File: config.mk
export PLATFORM = sky130hd
export DESIGN_NAME = hebb_learner_array
export DESIGN_NICKNAME = d
export VERILOG_FILES = /design/src/rtl/hebb_learner_array.sv
export SDC_FILE = /design/constraint.sdc
export NUM_CORES = 1
export LEC_CHECK = 0
export ABC_CLOCK_PERIOD_IN_PS = 3700
export BUFFER_PORTS_ARGS = -buffer_cell sky130_fd_sc_hd__buf_2
export CORE_MARGIN = 3
export CORE_UTILIZATION = 30
export CTS_CLUSTER_SIZE = 12
export DETAILED_ROUTE_END_ITERATION = 8
export PLACE_DENSITY = 0.54
export SYNTH_ARGS = -nofsm -noshare
export SYNTH_HDL_FRONTEND = slang
export SYNTH_SLANG_ARGS = --single-unit
File: constraint.sdc
create_clock -name clk -period 3.7 [get_ports clk]
set_input_delay 0.74 -clock clk [delete_from_list [all_inputs] [get_ports clk]]
set_output_delay 0.74 -clock clk [all_outputs]
set_load 0.005 [all_outputs]
File: src/rtl/hebb_learner_array.sv
// hebb_learner_array: sequential Hebbian / anti-Hebbian update engine for the
// fan-in weights of one neuron. Weights are sign-magnitude {sign, mag} and are
// nudged by +/-STEP one per cycle during a learning pass.
module hebb_learner_array #(
  parameter int N     = 8,
  parameter int MAG_W = 8,
  parameter int STEP  = 1,
  localparam int AW   = (N > 1) ? $clog2(N) : 1
) (
  input  logic             clk,
  input  logic             rst_n,
  input  logic             start,
  input  logic [N-1:0]     x,
  input  logic             x_in,
  input  logic             mode,
  input  logic             wr_en,
  input  logic [AW-1:0]    wr_addr,
  input  logic [MAG_W:0]   wr_data,
  input  logic [AW-1:0]    rd_addr,
  output logic [MAG_W:0]   rd_data,
  output logic             busy,
  output logic             done
);

  localparam logic [MAG_W:0] STEP_V   = (MAG_W+1)'(STEP);
  localparam logic [MAG_W:0] MAX_V    = {1'b0, {MAG_W{1'b1}}};
  localparam logic [AW:0]    N_V      = (AW+1)'(N);
  localparam logic [AW-1:0]  IDX_LAST = AW'(N - 1);

  typedef enum logic [1:0] {
    S_IDLE,
    S_UPDATE,
    S_DONE
  } state_t;

  state_t          state;
  logic [AW-1:0]   idx;
  logic [N-1:0]    x_q;
  logic            x_in_q;
  logic            mode_q;
  logic [MAG_W:0]  w [N];

  logic            dir_pos;
  logic            wr_ok;
  logic            rd_ok;
  logic [MAG_W:0]  wr_clean;

  // Move a sign-magnitude weight one STEP towards the requested direction.
  // Magnitudes are widened by one bit so the saturating add never wraps.
  function automatic logic [MAG_W:0] nudge(input logic [MAG_W:0] wv, input logic neg);
    logic [MAG_W:0] mag_e;
    logic [MAG_W:0] tmp;
    logic [MAG_W:0] res;
    mag_e = {1'b0, wv[MAG_W-1:0]};
    if ((wv[MAG_W] == neg) || (mag_e == '0)) begin
      tmp = mag_e + STEP_V;
      if (tmp > MAX_V) tmp = MAX_V;
      res = {neg, tmp[MAG_W-1:0]};
    end else if (mag_e > STEP_V) begin
      tmp = mag_e - STEP_V;
      res = {wv[MAG_W], tmp[MAG_W-1:0]};
    end else if (mag_e == STEP_V) begin
      res = '0;
    end else begin
      tmp = STEP_V - mag_e;
      res = {neg, tmp[MAG_W-1:0]};
    end
    return res;
  endfunction

  // Direction for the current weight, write sanitising and read mux.
  always_comb begin
    dir_pos  = (x_q[idx] == x_in_q) ^ mode_q;
    wr_ok    = ({1'b0, wr_addr} < N_V);
    rd_ok    = ({1'b0, rd_addr} < N_V);
    wr_clean = (wr_data[MAG_W-1:0] == '0) ? '0 : wr_data;
    rd_data  = rd_ok ? w[rd_addr] : '0;
  end

  // Pass controller and weight register file; host writes land before a
  // same-cycle start so the pass sees the freshly written value.
  always_ff @(posedge clk or negedge rst_n) begin
    if (!rst_n) begin
      state  <= S_IDLE;
      idx    <= '0;
      busy   <= 1'b0;
      done   <= 1'b0;
      x_q    <= '0;
      x_in_q <= 1'b0;
      mode_q <= 1'b0;
      w      <= '{default: '0};
    end else begin
      case (state)
        S_IDLE: begin
          done <= 1'b0;
          if (wr_en && wr_ok) w[wr_addr] <= wr_clean;
          if (start) begin
            x_q    <= x;
            x_in_q <= x_in;
            mode_q <= mode;
            idx    <= '0;
            busy   <= 1'b1;
            state  <= S_UPDATE;
          end
        end
        S_UPDATE: begin
          w[idx] <= nudge(w[idx], ~dir_pos);
          if (idx == IDX_LAST) begin
            busy  <= 1'b0;
            done  <= 1'b1;
            state <= S_DONE;
          end else begin
            idx <= idx + 1'b1;
          end
        end
        S_DONE: begin
          done  <= 1'b0;
          state <= S_IDLE;
        end
        default: state <= S_IDLE;
      endcase
    end
  end

endmodule
==> results of run 1 <==
==> synth_stat cells (3+ instances only) <==
cell type / n / area, sq um
a21oi_1: 10 / 50.1
a221oi_1: 3 / 26.3
a22oi_1: 72 / 541
and2_1: 5 / 31.3
and3b_1: 5 / 43.8
buf_1: 5 / 18.8
buf_4: 3 / 22.5
buf_6: 9 / 101
clkbuf_1: 12 / 45.0
clkdlybuf4s25_2: 3 / 30.0
dfrtp_1: 89 / 2230
ha_1: 10 / 125
inv_1: 8 / 30.0
mux2_2: 25 / 282
mux2i_1: 5 / 50.1
mux2i_4: 3 / 67.6
mux4_1: 3 / 78.8
mux4_2: 26 / 586
nand2_1: 27 / 101
nand2b_1: 3 / 18.8
nand3_1: 14 / 70.1
nand3b_1: 5 / 37.5
nand4_1: 4 / 25.0
nor2_1: 19 / 71.3
nor2b_1: 8 / 50.1
nor3_1: 10 / 50.1
nor4_1: 5 / 31.3
o21ai_0: 68 / 340
o21ai_1: 16 / 80.1
xnor2_1: 5 / 43.8
xor2_1: 4 / 35.0
==> placed cells by master (no fill, tap or decap), drive strengths merged, types with 8 or more instances in the layout <==
cell type and n:
a21oi 11, a22oi 73, and2 8, buf 70, clkbuf 10, dfrtp 89
ha 10, inv 13, mux2 26, mux2i 8, mux4 29, nand2 28
nand3 15, nor2 20, nor2b 8, nor3 11, o21ai 86
==> cell type report <==
cell class / count / area [sq um]
fill: 2011 / 12700
multi-input combinational: 415 / 3470
sequential: 89 / 2230
timing repair buffer: 70 / 443
tap: 265 / 332
clock buffer: 10 / 229
clock inverter: 6 / 73.8
inverter: 10 / 37.5
==> through the flow <==
step	util, %	cell area (sq um)	setup WS [ns]	hold WS, ns	instances
floorplan	-	5990	0.336	0.444	550
finish	34.9	6820	0.248	0.475	865
global route	34.9	6820	0.0822	0.516	865
CTS	34.9	6810	0.128	0.478	865
global placement	33.3	6500	0.262	0.455	849
detailed placement	33.3	6500	0.132	0.461	849
==> flip-flops by register name (all words and copies together) (netlist names) <==
register	flops
state	2
x_q	8
idx	3
x_in_q	1
done	1
w	72
busy	1
mode_q	1
==> metal layers <==
metal / wire length [um] / vias to the layer above / track usage (%)
met5: 0 / - / 0
met4: 482 / 0 / 6.15
met3: 1430 / 36 / 2.65
met2: 9980 / 257 / 32.1
met1: 8290 / 2587 / 24.6
li1: - / 2246 / -
==> final timing paths <==
| check | from | to | slack [ns] | depth (start not counted) |
|---|---|---|---|---|
| max in group asynchronous | rst_n | w[69] | 2.47 | 2 |
| max reg2reg | idx[0] | w[28] | 0.25 | 10 |
| max | idx[0] | w[28] | 0.25 | 10 |
| min reg2reg | busy | busy | 0.48 | 1 |
| min in group clk | busy | busy | 0.48 | 1 |
| min | rst_n | w[62] | 0.48 | 1 |
==> cell families (layout without fill, tap and decap cells) <==
logic type      after synthesis  count (layout)  share of synthesized area, %
fa+ha+maj                    11              11                          2.25
mux                          63              63                          17.9
compound gates              206             206                          24.2
buf+inv                      46              96                          5.09
simple gates                126             126                          12.1
xor+xnor                      9               9                          1.32
flops                        89              89                          37.2
==> reports/results.tsv, run 1 <==
metric	value	unit
outcome	complete, no violations	
CP cell instances	buf_4 -> inv_2 -> buf_4 -> mux4_2 -> nor2_4 -> nand4_1 -> nor2_1 -> o22ai_1 -> o22ai_2 -> o21ai_0	
gr usage total	18.8	%
drt total wl	20200	um
worst skew pair latency	0.35	ns
Synth Net Count	589	
crit-path most repeated cell	buf_4	
Worst EP required	3.90	ns
# DRC	0	
share of the yosys chip area belonging to registers	37.2	%
die extent in y	147	um
Distinct cells, synth	79	
CP startpoint kind	flip-flop	
postcts setup bufs	0	
Buf+Inv Stages, Crit Path	3	
RSZ-0062 raised after global routing	no	
DP HPWL	14300	um
Mapped Area	5990	sq um
Top Family by Delay on Critical Path	simple AND/OR/NAND/NOR gates	
synthesized instance count	550	
GRT overflow	0	
pin count of the biggest net entering global routing	62	
worst clock skew	0.0130	ns
Syn Area/Cell	10.9	sq um
max_slew headroom	30.0	%
final worst path period share	93.3	%
final hold viol count	0	
I/O Buffers	39	
ys flop type	dfrtp_1	
Tightest Hold Check Type	primary input to asynchronous set/reset pin	
count of final setup violators	0	
Die Area	21700	sq um
die width	147	um
vias in the first global route	5151	
Slew @ Worst Pin	1.04	ns
H-tree depth	3	
CP Capture Type	flip-flop	
Crit Path Max Fanout	14	
first-pass GRT wire length	31300	um
CTS buffer count	9	
crit path kind	flip-flop to flip-flop	
drt via density	5.93	
# nets final	634	
Core Rows	51	
Top Ports	40	
diodes inserted	0	
Post-synth EDFFs	0	
Worst path slowest cell	mux4_2	
# clock sinks	89	
synth warn	0	
Critical Path Max Stage Delay	0.61	ns
fmax	290	MHz
initial antenna violation count	0	
Setup TNS	0	ns
CTS tree	done	
post-cts resize count	0	
Clock Path Buffers	2	
GP Congestion	0.903	
Syn-to-layout area delta	13.7	%
layout cells sized above 1	28.5	%
Final Max Tran Viols	0	
Detail Route Antenna Nets	0	
total iterations of the first detailed-routing run	5	
Routed wire per std cell	23.3	um
clock-pin slew on the worst setup and hold paths	0.07	ns
core footprint	19500	sq um
crit path time final	3.45	ns
Initial Util	30.7	%
#FFs+latches synth	89	
CTS root buffer	clkbuf_16	
max_cap viols	0	
vias	5126	
asr flop ratio synth	100	%
CP arrival	3.65	ns
1st-iter DRT viols	433	
CTS Hold Bufs	0	
Power of run 1 is left out: the tool's default activity adds up to more than one toggle a clock period on the data nets, which glitch-free logic cannot reach.
==> inputs of run 2 (changes only) <==
Settings changed: ABC_CLOCK_PERIOD_IN_PS 3700 to 2900, CORE_UTILIZATION 30 to 56, PLACE_DENSITY 0.54 to 0.87.
Clock period 3.7 ns to 2.9 ns, I/O delays scaled along.
==> run 2 against run 1 <==
The run now ends with negative setup slack left. Clock-buffer cell count is 1 lower. Global-route usage rose by 16 points. First-iteration DRC count is 150% higher. Final cell count fell by 6.5%. Cell area increased by 11%. Critical endpoint is now w[66]. Highest routed layer unchanged.
==> reports/results.tsv, run 2 (synthesized netlist as in run 1, its figures left out) <==
metric	value	unit
fin area	7560	sq um
final worst path period share	109	%
Largest register FFs	72	
Buf+Inv Stages, Crit Path	4	
diodes inserted	0	
core footprint	10400	sq um
vias	6114	
Worst path slowest cell	dfrtp_2	
CP cell instances	clkbuf_2 -> nor2_1 -> a221oi_2 -> o22ai_4 -> buf_4 -> ha_1 -> inv_1 -> or3_4 -> o211ai_4 -> nand3_2 -> a32oi_4 -> buf_12 -> o21ai_1	
Clock Path Buffers	2	
CTS Hold Bufs	0	
clock-pin slew on the worst setup and hold paths	0.10	ns
Core Rows	37	
Initial Util	57.8	%
RR Endpoint	w[66]	
most common cell after layout, fill and taps aside	dfrtp_1	
Slew @ Worst Pin	1.32	ns
Top Ports	40	
highest-count cells in the layout ignoring fill and taps	dfrtp_1 (86), buf_4 (80), a22oi_1 (67)	
Placed Area	6790	sq um
Finished Layout Cells	809	
I/O Buffers	39	
CP startpoint kind	flip-flop	
total iterations of the first detailed-routing run	9	
fillers	648	
final hold viol count	0	
Multi-input gate area	3780	sq um
WP depth	13	
crit path time final	3.15	ns
CP arrival	3.38	ns
worst r2r src	idx[2]	
GRT overflow	0	
Setup TNS	-6.89	ns
Routed wire per std cell	27.6	um
worst skew pair latency	0.38	ns
layout cells sized above 1	44.3	%
Die Area	12000	sq um
# nets final	707	
Setup WS post-layout	-0.250	ns
CP Capture Type	flip-flop	
crit path kind	flip-flop to flip-flop	
CTS buffer count	9	
first-pass GRT wire length	30900	um
Critical Path Max Stage Delay	0.48	ns
H-tree depth	3	
Register Area	2230	sq um
CTS root buffer	clkbuf_8	
violations in the final reports	negative setup slack	
Reg with most FFs	w	
die width	109	um
Worst EP required	3.13	ns
max_slew headroom	11.7	%
GP Congestion	0.987	
internal reg-to-reg setup slack	-0.25	ns
worst reg2reg path depth	13	
max_cap viols	0	
gr usage total	34.6	%
CTS tree	done	
DP HPWL	13700	um
pin count of the biggest net entering global routing	58	
Tightest Hold Check Type	primary input to asynchronous set/reset pin	
# DRC	0	
placed cells	767	
Final Max Tran Viols	0	
RSZ-0062 raised after global routing	yes	
outcome	finished, violations left	
drt total wl	22300	um
Syn-to-layout area delta	26.1	%
worst clock skew	0.0138	ns
fmax	318	MHz
count of final setup violators	51	
# clock sinks	89	
initial antenna violation count	0	
vias in the first global route	5735	
top flop regs	w (72), x_q (8), idx (3)	
Detail Route Antenna Nets	0	
Crit Path Max Fanout	8	
1st-iter DRT viols	1072	
Top Family by Delay on Critical Path	compound AO/OA/AOI/OAI gates	
drt via density	7.56	
die extent in y	109	um
run 2: changes by cell type in the layout (fill, tap and decap cells not counted), sizes merged:
| cell | previous run | this run |
|---|---|---|
| buf | 70 | 141 |
| clkbuf | 10 | 11 |
| clkinv | 2 | 3 |
| clkinvlp | 0 | 1 |
| inv | 13 | 12 |
run 2: worst reg2reg max path: cells and delay by family, from the launching register on:
kind | cells | cell delay, ns
buf+inv | 4 | 0.57
compound gates | 5 | 1.06
simple gates | 3 | 0.75
flops | 1 | 0.48
fa+ha+maj | 1 | 0.14
run 2: repair_timing:
action | 4_1_cts | 5_1_grt
pin swaps | 17 | 31
resized for setup | 23 | 81
setup endpoints to repair | 72 | 72
buffers inserted | 9 | 16
gates cloned | 1 | 1
hold endpoints to repair | 0 | 0
run 2: how the worst max path moves through the flow:
stage / startpoint / endpoint / slack (ns)
CTS: idx[0] / w[21] / -0.11
detailed placement: idx[0] / w[57] / -0.25
floorplan: idx[1] / w[12] / -0.17
finish: idx[2] / w[66] / -0.25
global route: idx[2] / w[66] / -0.30
global placement: idx[0] / w[12] / -0.002
run 2: cell type report:
type	instances	area share, %
multi-input cells	415	50.0
flip-flops and latches	89	29.5
repair buffers	143	15.0
well taps	136	2.25
clock buffers	9	1.64
clock inverters	7	1.03
inverters	10	0.530
run 2: per-layer routing:
layer,track usage [%],share of wire [%],vias to the layer above
li1,-,-,2388
met1,41.2,33,2880
met2,53.4,45,615
met3,10.7,13,231
met4,24.1,8.9,0
met5,0,0,-
run 2: through the flow:
step                      util, %  hold slack, ns  setup WS (ns)
after detailed placement     65.5           0.478         -0.247
after CTS                    68.7           0.289         -0.111
final                        72.9           0.238         -0.250
after global placement       65.5           0.453       -0.00186
after floorplan                 -           0.284         -0.166
after global routing         72.9           0.291         -0.299
Power of run 2 is left out for the same reason.
